## src/rtl/mem_port_arbiter_pkg.sv

```systemverilog
// Shared constants for the unified-memory port arbiter: widths, port indices
// and the round-robin pointer advance.
package mem_port_arbiter_pkg;
  localparam int ADDR_W = 5;
  localparam int DATA_W = 8;
  localparam int NREQ   = 3;

  localparam int PORT_HOST  = 0;
  localparam int PORT_DATA  = 1;
  localparam int PORT_FETCH = 2;

  function automatic logic [1:0] next_ptr(input logic [1:0] win);
    return (win == 2'd2) ? 2'd0 : win + 2'd1;
  endfunction
endpackage

```

## src/rtl/mem_port_arbiter_if.sv

```systemverilog
// Requester-side and memory-side signals of the arbiter; slave = arbiter,
// master = the requesters plus the RAM.
interface mem_port_arbiter_if;
  import mem_port_arbiter_pkg::*;

  logic [NREQ-1:0]        req;
  logic [NREQ-1:0]        we;
  logic [NREQ*ADDR_W-1:0] addr;
  logic [NREQ*DATA_W-1:0] wdata;
  logic [NREQ-1:0]        gnt;
  logic [NREQ-1:0]        rvalid;
  logic [DATA_W-1:0]      rdata;
  logic                   host_lock;
  logic                   core_stall;
  logic                   mem_en;
  logic                   mem_we;
  logic [ADDR_W-1:0]      mem_addr;
  logic [DATA_W-1:0]      mem_wdata;
  logic [DATA_W-1:0]      mem_rdata;

  modport slave (
    input  req, we, addr, wdata, host_lock, mem_rdata,
    output gnt, rvalid, rdata, core_stall, mem_en, mem_we, mem_addr, mem_wdata
  );

  modport master (
    output req, we, addr, wdata, host_lock, mem_rdata,
    input  gnt, rvalid, rdata, core_stall, mem_en, mem_we, mem_addr, mem_wdata
  );
endinterface

```

## src/rtl/mem_port_arbiter_rr_pick3.sv

```systemverilog
// Combinational 3-way round-robin picker: first requester at or after ptr wins.
module rr_pick3 (
  input  logic [2:0] i_req,
  input  logic [1:0] i_ptr,
  output logic [2:0] o_gnt,
  output logic [1:0] o_win,
  output logic       o_any
);
  logic [1:0] w_order [3];

  always_comb begin
    case (i_ptr)
      2'd1:    begin w_order[0] = 2'd1; w_order[1] = 2'd2; w_order[2] = 2'd0; end
      2'd2:    begin w_order[0] = 2'd2; w_order[1] = 2'd0; w_order[2] = 2'd1; end
      default: begin w_order[0] = 2'd0; w_order[1] = 2'd1; w_order[2] = 2'd2; end
    endcase
  end

  always_comb begin
    o_gnt = '0;
    o_win = '0;
    o_any = 1'b0;
    for (int k = 0; k < 3; k++) begin
      if (!o_any && i_req[w_order[k]]) begin
        o_any            = 1'b1;
        o_win            = w_order[k];
        o_gnt[w_order[k]] = 1'b1;
      end
    end
  end
endmodule

```

## src/rtl/mem_port_arbiter.sv

```systemverilog
// Round-robin arbiter sharing one synchronous-read RAM between host, data and
// fetch ports. Optional host lock: define ARB_HOST_LOCK_EN.
module mem_port_arbiter
  import mem_port_arbiter_pkg::*;
(
  input logic               clk,
  input logic               rst,
  mem_port_arbiter_if.slave bus
);
  logic [NREQ-1:0] w_req_eff;
  logic [NREQ-1:0] w_pick;
  logic [NREQ-1:0] w_gnt;
  logic [1:0]      w_win;
  logic            w_any;
  logic            w_hold_ptr;
  logic [1:0]      r_rr_ptr;
  logic [NREQ-1:0] r_rvalid;

`ifdef ARB_HOST_LOCK_EN
  logic r_lock;

  // While locked only the host may compete; the pointer is frozen.
  always_comb begin
    w_req_eff = bus.req;
    if (r_lock) begin
      w_req_eff[PORT_DATA]  = 1'b0;
      w_req_eff[PORT_FETCH] = 1'b0;
    end
  end
  assign w_hold_ptr = r_lock;

  always_ff @(posedge clk) begin
    if (rst)         r_lock <= 1'b0;
    else if (r_lock) r_lock <= bus.host_lock;
    else             r_lock <= bus.host_lock & w_gnt[PORT_HOST];
  end
`else
  logic w_unused_lock;
  assign w_unused_lock = bus.host_lock;
  assign w_req_eff     = bus.req;
  assign w_hold_ptr    = 1'b0;
`endif

  rr_pick3 u_pick (
    .i_req (w_req_eff),
    .i_ptr (r_rr_ptr),
    .o_gnt (w_pick),
    .o_win (w_win),
    .o_any (w_any)
  );

  assign w_gnt = rst ? '0 : w_pick;

  always_comb begin
    bus.mem_en    = |w_gnt;
    bus.mem_we    = 1'b0;
    bus.mem_addr  = '0;
    bus.mem_wdata = '0;
    for (int i = 0; i < NREQ; i++) begin
      if (w_gnt[i]) begin
        bus.mem_we    = bus.we[i];
        bus.mem_addr  = bus.addr[i*ADDR_W +: ADDR_W];
        bus.mem_wdata = bus.wdata[i*DATA_W +: DATA_W];
      end
    end
  end

  always_ff @(posedge clk) begin
    if (rst) begin
      r_rr_ptr <= 2'd0;
      r_rvalid <= '0;
    end else begin
      r_rvalid <= w_gnt & ~bus.we;
      if (w_any && !w_hold_ptr) r_rr_ptr <= next_ptr(w_win);
    end
  end

  // Gating rvalid with rst drops a read whose data would land during reset.
  assign bus.gnt        = w_gnt;
  assign bus.rvalid     = rst ? '0 : r_rvalid;
  assign bus.rdata      = rst ? '0 : bus.mem_rdata;
  assign bus.core_stall = ~rst & ((bus.req[PORT_DATA]  & ~w_gnt[PORT_DATA]) |
                                  (bus.req[PORT_FETCH] & ~w_gnt[PORT_FETCH]));
endmodule

```

## src/flat_wrapper.sv

```systemverilog
// flat-port wrapper written by rule: the top's interface ports become plain ports
module mem_port_arbiter_flat import mem_port_arbiter_pkg::*;
  (clk, rst, bus_req, bus_we, bus_addr, bus_wdata, bus_host_lock, bus_mem_rdata, bus_gnt, bus_rvalid, bus_rdata, bus_core_stall, bus_mem_en, bus_mem_we, bus_mem_addr, bus_mem_wdata);
  mem_port_arbiter_if bus_i ();
  input logic clk;
  input logic rst;
  input wire logic [$bits(bus_i.req)-1:0] bus_req;
  input wire logic [$bits(bus_i.we)-1:0] bus_we;
  input wire logic [$bits(bus_i.addr)-1:0] bus_addr;
  input wire logic [$bits(bus_i.wdata)-1:0] bus_wdata;
  input wire logic [$bits(bus_i.host_lock)-1:0] bus_host_lock;
  input wire logic [$bits(bus_i.mem_rdata)-1:0] bus_mem_rdata;
  output wire logic [$bits(bus_i.gnt)-1:0] bus_gnt;
  output wire logic [$bits(bus_i.rvalid)-1:0] bus_rvalid;
  output wire logic [$bits(bus_i.rdata)-1:0] bus_rdata;
  output wire logic [$bits(bus_i.core_stall)-1:0] bus_core_stall;
  output wire logic [$bits(bus_i.mem_en)-1:0] bus_mem_en;
  output wire logic [$bits(bus_i.mem_we)-1:0] bus_mem_we;
  output wire logic [$bits(bus_i.mem_addr)-1:0] bus_mem_addr;
  output wire logic [$bits(bus_i.mem_wdata)-1:0] bus_mem_wdata;
  assign bus_i.req = bus_req;
  assign bus_i.we = bus_we;
  assign bus_i.addr = bus_addr;
  assign bus_i.wdata = bus_wdata;
  assign bus_i.host_lock = bus_host_lock;
  assign bus_i.mem_rdata = bus_mem_rdata;
  assign bus_gnt = bus_i.gnt;
  assign bus_rvalid = bus_i.rvalid;
  assign bus_rdata = bus_i.rdata;
  assign bus_core_stall = bus_i.core_stall;
  assign bus_mem_en = bus_i.mem_en;
  assign bus_mem_we = bus_i.mem_we;
  assign bus_mem_addr = bus_i.mem_addr;
  assign bus_mem_wdata = bus_i.mem_wdata;
  mem_port_arbiter u_core (.clk(clk), .rst(rst), .bus(bus_i));
endmodule
```

## config.mk

```make
export PLATFORM = sky130hd
export DESIGN_NAME = mem_port_arbiter_flat
export DESIGN_NICKNAME = d
export VERILOG_FILES = /design/src/rtl/mem_port_arbiter_pkg.sv /design/src/rtl/mem_port_arbiter_if.sv /design/src/rtl/mem_port_arbiter_rr_pick3.sv /design/src/rtl/mem_port_arbiter.sv /design/src/flat_wrapper.sv
export SDC_FILE = /design/constraint.sdc
export NUM_CORES = 1
export LEC_CHECK = 0
export CAP_MARGIN = 20
export CORE_UTILIZATION = 35
export CTS_BUF_LIST = sky130_fd_sc_hd__clkbuf_16
export DETAILED_ROUTE_END_ITERATION = 10
export PLACE_DENSITY = 0.78
export SLEW_MARGIN = 20
export SYNTH_ARGS = -nofsm -noshare
export SYNTH_HDL_FRONTEND = slang
export SYNTH_SLANG_ARGS = --single-unit
```

## constraint.sdc

```tcl
create_clock -name clk -period 3.1 [get_ports clk]
set_clock_uncertainty 0.05 [all_clocks]
set_input_delay 0.62 -clock clk [delete_from_list [all_inputs] [get_ports clk]]
set_output_delay 0.62 -clock clk [all_outputs]
set_load 0.005 [all_outputs]
```

==> reports/summary.md <==
Status
* **run status** complete, but fails checks
* **failing checks** negative setup slack

Floorplanning
* **num ports** 86
* **Starting Density** 37.6%
* **floorplan die area** 0.00360 mm^2
* **Die Wd** 60.0 um
* **# rows** 20
* **floorplan die height** 60.0 um
* **core outline area** 0.00313 mm^2

Place
* **Placed Cells** 323
* **IO buf count** 84
* **HPWL after detailed placement** 3.66 mm
* **final weighted congestion in routability-driven placement** 0.867

Final layout
* **final layout net count** 361
* **share of post-route cells with drive strength above 1** 42.0%
* **post-layout instance count excluding filler cells** 344
* **number of inserted diodes** 0
* **area overhead of the layout relative to synthesis** 135%
* **number of fill cells in the layout** 143

Synthesis
* **area of the mapped netlist** 0.00118 mm^2
* **total of warnings raised by yosys** 0
* **Cell variety after synth** 45
* **number of nets produced by synthesis** 222
* **cell types occupying the most area after synthesis** a211oi_1 (10%), a41oi_1 (8.9%), dfxtp_1 (8.5%), inv_1 (7.3%), nor2b_1 (6.4%)
* **per-instance average area after synthesis** 7.26 um^2
* **Seq cells post-synth** 5
* **instance count of the mapped netlist** 162
* **portion of synthesized cell area occupied by the leading cell type** 10.2%
* **portion of the post-synthesis area used by sequential elements** 8.51%
* **library cell occupying the most area in the post-synthesis netlist** a211oi_1

Critical path
* **slowest cell delay on critical path** 0.49 ns
* **number of cells on the worst reg-to-reg path** 17
* **peak fanout along the critical path** 7
* **worst flop-to-flop path startpoint** u_core.r_rr_ptr[1]
* **type of element capturing the critical path** output pin
* **chain of cells forming the critical path** clkdlybuf4s15_2, buf_4, nand3b_1, a21oi_1, buf_4, nor2_2, buf_4, nand2_2, inv_1, clkdlybuf4s50_1
* **worst path arrival time** 2.44 ns
* **type of the setup path with the least slack** in2out
* **Worst path slowest cell** clkdlybuf4s50_1
* **beginning of the critical path** bus_req[2]
* **Required @ worst endpoint** 2.43 ns
* **combined buffer and inverter count along the critical path** 6
* **crit-path leading delay family** buffers and inverters
* **sort of element at the start of the critical path** input pin
* **CP most frequent cell** buf_4
* **number of logic stages on the critical path including buffering** 10
* **Worst R2R Setup Slack** 0.38 ns

STA
* **final critical delay including setup and external delays** 3.11 ns
* **endpoints failing hold** 0
* **slew at the pin closest to its max-slew limit** 0.464 ns
* **unrepaired setup endpoints after global routing** true
* **tightest slew margin relative to the limit** 68.9%
* **Worst Slack Setup Final** -0.00647 ns
* **number of failing setup endpoints in the final timing report** 1
* **Fmax** 322 MHz
* **Final Cycle Share** 100%
* **number of slew-limit violations in the final report** 0

Power
* **Worst IR Drop VDD** 0.591 mV
* **Power, Total** 2.26 mW
* **total power density per cell area** 818 mW/mm^2
* **cell leakage power** 1.23 nW

Clock network
* **H-tree levels** 1
* **clock transition at the registers of the reported paths** 0.03 ns
* **clk sink count** 5
* **TritonCTS clock tree** yes
* **clock latency on the worst-skew pair** 0.23 ns
* **clock buffer count from CTS** 3
* **Root Buffer Master** clkbuf_16
* **Clock Path Buffers** 2

Routing
* **Detail Route Antenna Nets** 0
* **routed via count** 1942
* **Via-to-Cell Ratio** 5.65
* **Total Routed Length** 6.41 mm
* **DRC violations left** 0
* **WL per Instance** 18.6 um
* **first-pass iteration count of the detailed router** 4
* **initial detailed-routing violation count** 66

Worst hold path
* **Hold Path Depth** 2
* **hold path startpoint** u_core.r_rr_ptr[1]
* **type of the tightest min-delay check** reg2reg

Global route
* **pin count of the biggest net entering global routing** 20
* **remaining global-route overflow** 0
* **global-route wire length before repair** 9.23 mm
* **number of antenna violations at the first check in global routing** 0
* **total routing resource utilization after global routing** 34.3%
* **vias in the first global route** 1937

Job
* **max cap viols** 0

-- cells by family after synthesis --
| family | count (synthesis) | synth area share, % |
|---|---|---|
| muxes | 4 | 3.94 |
| adders and majority gates | 4 | 4.26 |
| AOI/OAI and AO/OA | 66 | 46.5 |
| DFF | 5 | 8.51 |
| and+or+nand+nor | 48 | 22.6 |
| buffers and inverters | 35 | 14.3 |
-- worst reg2reg max path, cell delays in order (launching register included) --
cell,delay (ns)
dfxtp_2,0.33
inv_2,0.11
ha_4,0.20
mux2_4,0.35
buf_4,0.15
buf_12,0.11
nand3_4,0.09
o21ai_1,0.12
a211oi_2,0.23
buf_4,0.15
buf_4,0.09
buf_4,0.09
buf_4,0.09
buf_4,0.08
buf_4,0.09
buf_4,0.09
buf_4,0.09
o211a_1,0.14
-- placed cells by master (no fill, tap or decap), types with 6 or more instances in the layout --
cell             count
buf_4               53
nand2_1             16
nor2b_1             12
o21ai_2              6
clkdlybuf4s50_1     64
a41oi_2              7
clkbuf_2            11
inv_1               21
o21ai_1              8
a211oi_1            13
a41oi_1              6
-- sequential cells by signal, indices dropped and copies added, names as in the netlist --
name             count
u_core.r_rr_ptr      2
u_core.r_rvalid      3
-- metal layers --
| metal | track usage [%] | part of all wire, % | vias to the layer above |
|---|---|---|---|
| met1 | 41.5 | 39 | 901 |
| li1 | - | - | 884 |
| met4 | 14.6 | 4.6 | 0 |
| met5 | 0 | 0 | - |
| met3 | 4.98 | 8.0 | 32 |
| met2 | 59.8 | 49 | 125 |
-- per-stage QoR --
step	util, %	setup TNS [ns]	cell area (um^2)	setup slack (ns)	hold WS [ns]
detailed placement	75.6	-7.67	2370	-0.500	0.521
finish	88.5	-0.00647	2770	-0.00647	0.533
global placement	75.6	-7.15	2370	-0.423	0.500
global route	88.5	-0.525	2770	-0.0565	0.559
CTS	85.3	-0.0388	2670	-0.0364	0.528
floorplan	-	0	1180	0.459	0.470
-- power by group --
part	internal [mW]	switching, mW
logic	1.02	0.926
registers	0.0875	0.0164
clock network	0.167	0.0438
total	1.28	0.987
-- final timing paths --
kind | end
worst max-delay path | bus_gnt[1]
worst min-delay path | u_core.r_rr_ptr[1]
worst max register to register | u_core.r_rr_ptr[0]
worst min register to register | u_core.r_rr_ptr[1]
-- Yosys cell counts (all sizes together) --
library cell  number
a32o               1
a211oi            16
o32ai              2
nand2             18
clkbuf             2
and4b              1
a21oi              1
nand2b             4
a21boi             1
a211o              2
a41oi             13
a311oi             1
nor2               5
o21a               2
dfxtp              5
mux2i              2
o21ai             17
a2bb2oi            1
o211ai             2
and3b              2
o221ai             3
inv               23
ha                 4
nor2b             12
nor3               1
mux2               2
o211a              1
nand3              2
a21o               1
a41o               1
nand3b             2
and3               1
buf               10
a31oi              1
-- final cells by class --
class	count	area [um^2]	share of cell area [%]
clock buffer	3	75.1	2.71
clock inverter	1	3.75	0.136
inverter	23	86.3	3.12
multi-input combinational	123	1150	41.5
sequential	5	103	3.71
tap	44	55.1	1.99
timing repair buffer	145	1300	46.8
-- repair_timing --
item / 4_1_cts / 5_1_grt
setup endpoints to repair: 19 / 17
cloned: 1 / 1
hold buffers: 0 / 0
pin swaps: 6 / 3
gates resized for setup: 50 / 55
setup buffers: 14 / 1
No activity file was read; power rests on OpenSTA's default activity.
